**src/rtl/match_controller.sv**
```systemverilog
// Match/score controller for the paddle game: tracks per-player scores, serve
// rotation and the winner, sequencing IDLE -> SERVE -> PLAY -> CHECK -> OVER.
module match_controller #(
    parameter int N_PLAYERS       = 2,
    parameter int SCORE_W         = 5,
    parameter int TGT0            = 3,
    parameter int TGT1            = 5,
    parameter int TGT2            = 7,
    parameter int TGT3            = 11,
    parameter int SERVES_PER_TURN = 2,
    parameter int IDXW            = (N_PLAYERS > 1) ? $clog2(N_PLAYERS) : 1
) (
    input  logic                         clk,
    input  logic                         rst,
    input  logic                         start,
    input  logic [1:0]                   max_score,
    input  logic                         win_by_two,
    input  logic                         serve_type,
    input  logic                         serve,
    input  logic                         goal,
    input  logic [IDXW-1:0]              goal_pl,
    output logic [N_PLAYERS*SCORE_W-1:0] scores,
    output logic [IDXW-1:0]              server,
    output logic [IDXW-1:0]              winner,
    output logic                         game_over,
    output logic                         ball_live,
    output logic                         point_pulse,
    output logic [2:0]                   state
);

    localparam int ROTW = (SERVES_PER_TURN > 1) ? $clog2(SERVES_PER_TURN + 1) : 1;

    typedef enum logic [2:0] {
        S_IDLE  = 3'd0,
        S_SERVE = 3'd1,
        S_PLAY  = 3'd2,
        S_CHECK = 3'd3,
        S_OVER  = 3'd4
    } state_e;

    state_e               state_q, state_d;
    logic [SCORE_W-1:0]   scores_q [N_PLAYERS];
    logic [IDXW-1:0]      server_q, winner_q, scorer_q;
    logic [ROTW-1:0]      rot_q;
    logic [1:0]           tgt_sel_q;
    logic                 wbt_q, stype_q;

    logic                 goal_ok;
    logic [SCORE_W-1:0]   scorer_score;
    logic                 lead_ok;
    int                   target;
    logic                 win;
    logic [ROTW-1:0]      rot_inc;
    logic                 rotate;

    function automatic logic [IDXW-1:0] next_idx(input logic [IDXW-1:0] idx);
        return (idx == IDXW'(N_PLAYERS - 1)) ? '0 : idx + IDXW'(1);
    endfunction

    assign goal_ok = goal && (int'(goal_pl) < N_PLAYERS);
    assign rot_inc = rot_q + ROTW'(1);
    assign rotate  = (int'(rot_inc) == SERVES_PER_TURN);

    always_comb begin
        scorer_score = '0;
        lead_ok      = 1'b1;
        for (int i = 0; i < N_PLAYERS; i++) begin
            if (scorer_q == IDXW'(i)) scorer_score = scores_q[i];
        end
        for (int i = 0; i < N_PLAYERS; i++) begin
            if (scorer_q != IDXW'(i) && int'(scorer_score) < int'(scores_q[i]) + 2) lead_ok = 1'b0;
        end
    end

    always_comb begin
        case (tgt_sel_q)
            2'd0:    target = TGT0;
            2'd1:    target = TGT1;
            2'd2:    target = TGT2;
            default: target = TGT3;
        endcase
    end

    // A saturated counter can never grow its lead, so it ends the match outright.
    assign win = (scorer_score == '1) ||
                 ((int'(scorer_score) >= target) && (!wbt_q || lead_ok));

    always_ff @(posedge clk or negedge rst) begin
        if (!rst) state_q <= S_IDLE;
        else      state_q <= state_d;
    end

    always_comb begin
        state_d = state_q;
        case (state_q)
            S_IDLE:  if (start)   state_d = S_SERVE;
            S_SERVE: if (serve)   state_d = S_PLAY;
            S_PLAY:  if (goal_ok) state_d = S_CHECK;
            S_CHECK: state_d = win ? S_OVER : S_SERVE;
            S_OVER:  if (start)   state_d = S_IDLE;
            default: state_d = S_IDLE;
        endcase
    end

    always_comb begin
        state       = state_q;
        game_over   = (state_q == S_OVER);
        ball_live   = (state_q == S_PLAY);
        point_pulse = (state_q == S_CHECK);
        server      = server_q;
        winner      = winner_q;
    end

    always_ff @(posedge clk or negedge rst) begin
        if (!rst) begin
            for (int i = 0; i < N_PLAYERS; i++) scores_q[i] <= '0;
            server_q  <= '0;
            winner_q  <= '0;
            scorer_q  <= '0;
            rot_q     <= '0;
            tgt_sel_q <= '0;
            wbt_q     <= 1'b0;
            stype_q   <= 1'b0;
        end else begin
            case (state_q)
                S_IDLE: begin
                    for (int i = 0; i < N_PLAYERS; i++) scores_q[i] <= '0;
                    server_q <= '0;
                    rot_q    <= '0;
                    if (start) begin
                        tgt_sel_q <= max_score;
                        wbt_q     <= win_by_two;
                        stype_q   <= serve_type;
                    end
                end
                S_PLAY: begin
                    if (goal_ok) begin
                        scorer_q <= goal_pl;
                        for (int i = 0; i < N_PLAYERS; i++) begin
                            if (goal_pl == IDXW'(i) && scores_q[i] != '1)
                                scores_q[i] <= scores_q[i] + SCORE_W'(1);
                        end
                    end
                end
                S_CHECK: begin
                    if (win) begin
                        winner_q <= scorer_q;
                    end else if (stype_q) begin
                        server_q <= next_idx(scorer_q);
                    end else if (rotate) begin
                        server_q <= next_idx(server_q);
                        rot_q    <= '0;
                    end else begin
                        rot_q <= rot_inc;
                    end
                end
                S_OVER: begin
                    if (start) begin
                        for (int i = 0; i < N_PLAYERS; i++) scores_q[i] <= '0;
                        server_q <= '0;
                        winner_q <= '0;
                        rot_q    <= '0;
                    end
                end
                default: ;
            endcase
        end
    end

    for (genvar gi = 0; gi < N_PLAYERS; gi++) begin : g_pack
        assign scores[gi*SCORE_W +: SCORE_W] = scores_q[gi];
    end

endmodule

```
**config.mk**
```make
export PLATFORM = sky130hd
export DESIGN_NAME = match_controller
export DESIGN_NICKNAME = d
export VERILOG_FILES = /design/src/rtl/match_controller.sv
export SDC_FILE = /design/constraint.sdc
export NUM_CORES = 1
export LEC_CHECK = 0
export ABC_CLOCK_PERIOD_IN_PS = 4550
export CAP_MARGIN = 20
export CORE_ASPECT_RATIO = 0.6
export CORE_UTILIZATION = 59
export DETAILED_ROUTE_END_ITERATION = 12
export DONT_BUFFER_PORTS = 1
export GPL_ROUTABILITY_DRIVEN = 0
export PLACE_DENSITY = 0.75
export SKIP_LAST_GASP = 1
export SYNTH_ARGS = -nofsm -noshare
export SYNTH_HDL_FRONTEND = slang
export SYNTH_SLANG_ARGS = --single-unit
export TNS_END_PERCENT = 1
```
**constraint.sdc**
```tcl
create_clock -name clk -period 4.55 [get_ports clk]
set_input_delay 0.6825 -clock clk [delete_from_list [all_inputs] [get_ports clk]]
set_output_delay 0.6825 -clock clk [all_outputs]
set_load 0.05 [all_outputs]
```
Word-level counts from Yosys, hierarchy flattened
Index checks and enable logic that the tools add are counted.
- input bits: 10
- word-level logic and storage cells: 92
- output and inout port bits: 18
- register bits after elaboration: 22
- reductions and logical operators: 21
- add/sub/neg operators: 7
- order comparisons: 3
- bitwise operators: 2
- equal/unequal tests: 20
- multiplexer cells: 29
- operator list (operator ; count):
    greater-or-equal comparator 6 x 32 -> 1 bit ; 1
    case mux 10 bit (3 select lines) ; 1
    two-way mux 10 bit ; 2
    AND reduction 4 bit ; 5
    two-way mux 3 bit ; 5
    two-way mux 5 bit ; 3
    case mux 3 bit (5 select lines) ; 1
    adder 5 x 2 -> 6 bit (second input constant) ; 2
    < comparator 5 x 6 -> 1 bit ; 2
    != test 2 bit (second input constant) ; 6
    case mux 4 bit (3 select lines) ; 1
    adder 5 x 1 -> 5 bit (second input constant) ; 2
    != test 5 bit (second input constant) ; 2
    two-way mux 1 bit ; 9
    two-way mux 2 bit ; 4
    == test 3 x 2 -> 1 bit (second input constant) ; 2
    != test 2 x 1 -> 1 bit (second input constant) ; 3
    case mux 2 bit (3 select lines) ; 1
    nonzero test 3 bit ; 2
    == test 5 bit (second input constant) ; 1
    logical AND 1 bit ; 5
    == test 2 bit (second input constant) ; 2
    AND reduction 2 bit ; 2
    == test 3 x 1 -> 1 bit (second input constant) ; 1
    14 further kinds ; 17

Depth between registers and ports, before layout
- depth after elaboration: 10
- gate-level depth with buffers: 11

Worst setup path after synthesis
OpenSTA, ideal clock, no wires.
- kind: reg2reg
- start: reg scores_q (netlist bit scores[8])
- end: reg state_q[0] (netlist: state[0])
- setup time: 0.151 ns
- arrival: 2.511 ns
- clock period less this slack: 2.662 ns
- slack: 1.888 ns
- stages on the path, launching flop included: 11
- cells stage by stage: dfrtp_1 > buf_2 > nand3_1 > xnor2_1 > ha_1 > a21boi_0 > o221ai_2 > and4_4 > o31ai_4 > and3_1 > nor3_1
- cells in the longest elaborated chain, start to end: 10
- elaborated cells on any way between the ends: 15
- RTL lines (element ; line ; RTL):
    from (decl) ; 42 ; logic [SCORE_W-1:0] scores_q [N_PLAYERS];
    from (signal, indexed assignment) ; 141 ; scores_q[i] <= scores_q[i] + SCORE_W'(1);
    parallel branches: the longest is 7 deep, another holds adder 5 x 2 -> 6 bit ; - ;
    logical OR 1 bit (*) ; 85 ; assign win = (scorer_score == '1) ||
    two-way mux 3 bit (*) ; 99 ; S_CHECK: state_d = win ? S_OVER : S_SERVE;
    case mux 3 bit (5 select lines) (*) ; 95 ; case (state_q)
    to (signal assigned) ; 90 ; else state_q <= state_d;
    to (decl) ; 41 ; state_e state_q, state_d;
Every way passes the cells marked *.
A chain may end at the register's enable or synchronous reset.

Final worst setup path
Same ends and word-level chain as after synthesis.

==> results.ini <==
[status]
status=complete, but fails checks
violations=DRC

[critical_path]
path_class=flop to flop
r2r_cells=9
cp_num_cells=9
arrival_ns=3.13
crit_chain=nand3_1 -> xnor2_1 -> ha_1 -> a21boi_0 -> o221ai_2 -> and4_4 -> o31ai_4 -> and3_1 -> nor3_1
slowest_stage=dfrtp_1
critPathTopFamily=flip-flops
cp_num_buf_inv=0
endpoint_kind=flop
start_kind=flop
required_ns=4.68
crit_path_max_fanout=14
r2r_slack_ns=1.54
cpPeakStageDelay_ns=0.92

[synth]
synth_fp_nets=213
ys_ff_latch=22
synth_area_leaders=dfrtp_1 33%, ha_1 13%, o21ai_0 5.4%, mux2_2 4.7%, nand2_1 4.7%
ys_warn_count=0
yosysTopAreaCell=dfrtp_1
synth_edf_count=0
postSynthCellCount=186
async_flop_share_pct=100
synthFlopType=dfrtp_1
synth_top_area_share_pct=33.1
synthDistinctLibCells=44
seq_area_frac_synth_pct=33.1
avgSynthCellArea_um2=8.93
synth_area_um2=1660

[min_path]
worstHoldPathType=primary input to asynchronous set/reset pin

[layout]
area_growth_pct=3.76
drive_above_1_share_pct=10.8
multi_input_area_um2=1030
final_cell_mix=22 x dfrtp_1, 21 x nand2_1, 18 x o21ai_0
fill_cells=223
antennaDiodeCount=0
seq_area_um2=551
final_cells=217
fin_nets=213
layout.cells.most_common=dfrtp_1
final_area_um2=1720

[timing]
rsz0062_at_grt=no
slew_headroom_pct=41.5
period_needed_ns=3.01
drv_slew=0
fmax_mhz=333
tightest_slew_ns=0.878
setup_viol=0
finalHoldViolCount=0
skew_ns=0.00566
timing.setup.tns_ns=0
finalCritPeriodShare_pct=66.1

[job]
maxCapViolations=0

[routing]
wl_um=3630
dr_total_vias=1356
drtIter0Drc=65
firstDrtPassIters=8
drt-wirelength-per-cell_um=16.7
drc=2
ant_nets=0
vias_per_cell=6.25

[global_routing]
grt_max_degree=23
antenna_found_initial=0
first_global_vias=1282
grt_overflow=0
grt_pass1_wl_um=6120
grtUsageTotal_pct=26.5

[die]
fp.dieArea_um2=3040
core_um2=2590
start_util_pct=64.1
rows=14
die_h_um=43.1
pin_count=28
chipWidth_um=70.5

[clocking]
cts_resized=0
clk_pin_slew_worst_paths_ns=0.08
cts_buffer_depth=2
cts_tree=done
hold_buffers=0
clock-sinks=22
root_buffer=clkbuf_8
postCtsSetupBuffers=0
cts_inserted_buffers=3
clk_latency_ns=0.26
h-tree-depth=1

[placement]
dp_cells=213
place_hpwl_um=2800
portBuffers=0
placed_area_um2=1670

[power]
cellPowerDensity_nw_per_um2=524
peakVddDrop_uv=288
p_leak_nw=0.780

## synthesized netlist by cell type, types with 2 or more instances
| cell type | instances |
|---|---|
| dfrtp_1 | 22 |
| nand2_1 | 21 |
| o21ai_0 | 18 |
| ha_1 | 17 |
| nor2_1 | 13 |
| inv_1 | 12 |
| nand3_1 | 11 |
| mux2_2 | 7 |
| a21oi_1 | 6 |
| o211ai_1 | 5 |
| and3_1 | 4 |
| nand2b_1 | 4 |
| a31oi_1 | 3 |
| mux2i_1 | 3 |
| nor2b_1 | 3 |
| nor3_1 | 3 |
| nor4b_1 | 3 |
| xor2_1 | 3 |
| buf_2 | 2 |
| or4b_1 | 2 |
## registers in the layout (all words and copies together), names as in the netlist, 2 cells and up
name	count
rot_q	2
scores	10
state	3
tgt_sel_q	2
## power by group
group          switching (mW)  internal, mW  total [mW]
clock network          0.0623        0.0771       0.139
registers               0.197         0.244       0.441
logic                   0.189         0.134       0.322
total                   0.447         0.455       0.903
## worst paths after layout
kind | startpoint | end
max in group asynchronous | rst | tgt_sel_q[0]
worst max-delay path | scores[8] | state[0]
min in group clk | start | state[2]
worst min register to register | rot_q[1] | rot_q[1]
worst max register to register | scores[8] | state[0]
worst min-delay path | rst | scores[1]
## final cells by class
class	count	area share, %
multi-input combinational	145	59.5
inverter	14	3.05
sequential	22	31.9
tap	32	2.32
clock buffer	4	3.19
## cell families after synthesis
| kind of cell | share of synthesized area (%) |
|---|---|
| mux | 6.55 |
| flops | 33.1 |
| simple gates | 23.3 |
| buf+inv | 5.12 |
| compound gates | 17.0 |
| fa+ha+maj | 12.8 |
| xor+xnor | 2.11 |
## through the flow
stage	power (mW)	hold slack (ns)	setup slack [ns]	util, %
finish	0.903	0.103	1.54	66.5
global route	0.965	0.0904	1.38	66.5
CTS	0.903	0.101	1.55	66.5
detailed placement	0.761	0.387	1.58	64.4
global placement	0.744	0.387	1.67	64.4
floorplan	0.689	0.387	1.89	-
## metal layers
metal  GRT usage [%]  wire [um]
met2            40.8       1540
met3            7.36        183
met1            37.2       1860
met4            6.12         39
met5               0          0
Power figures use the tool's default switching activity.
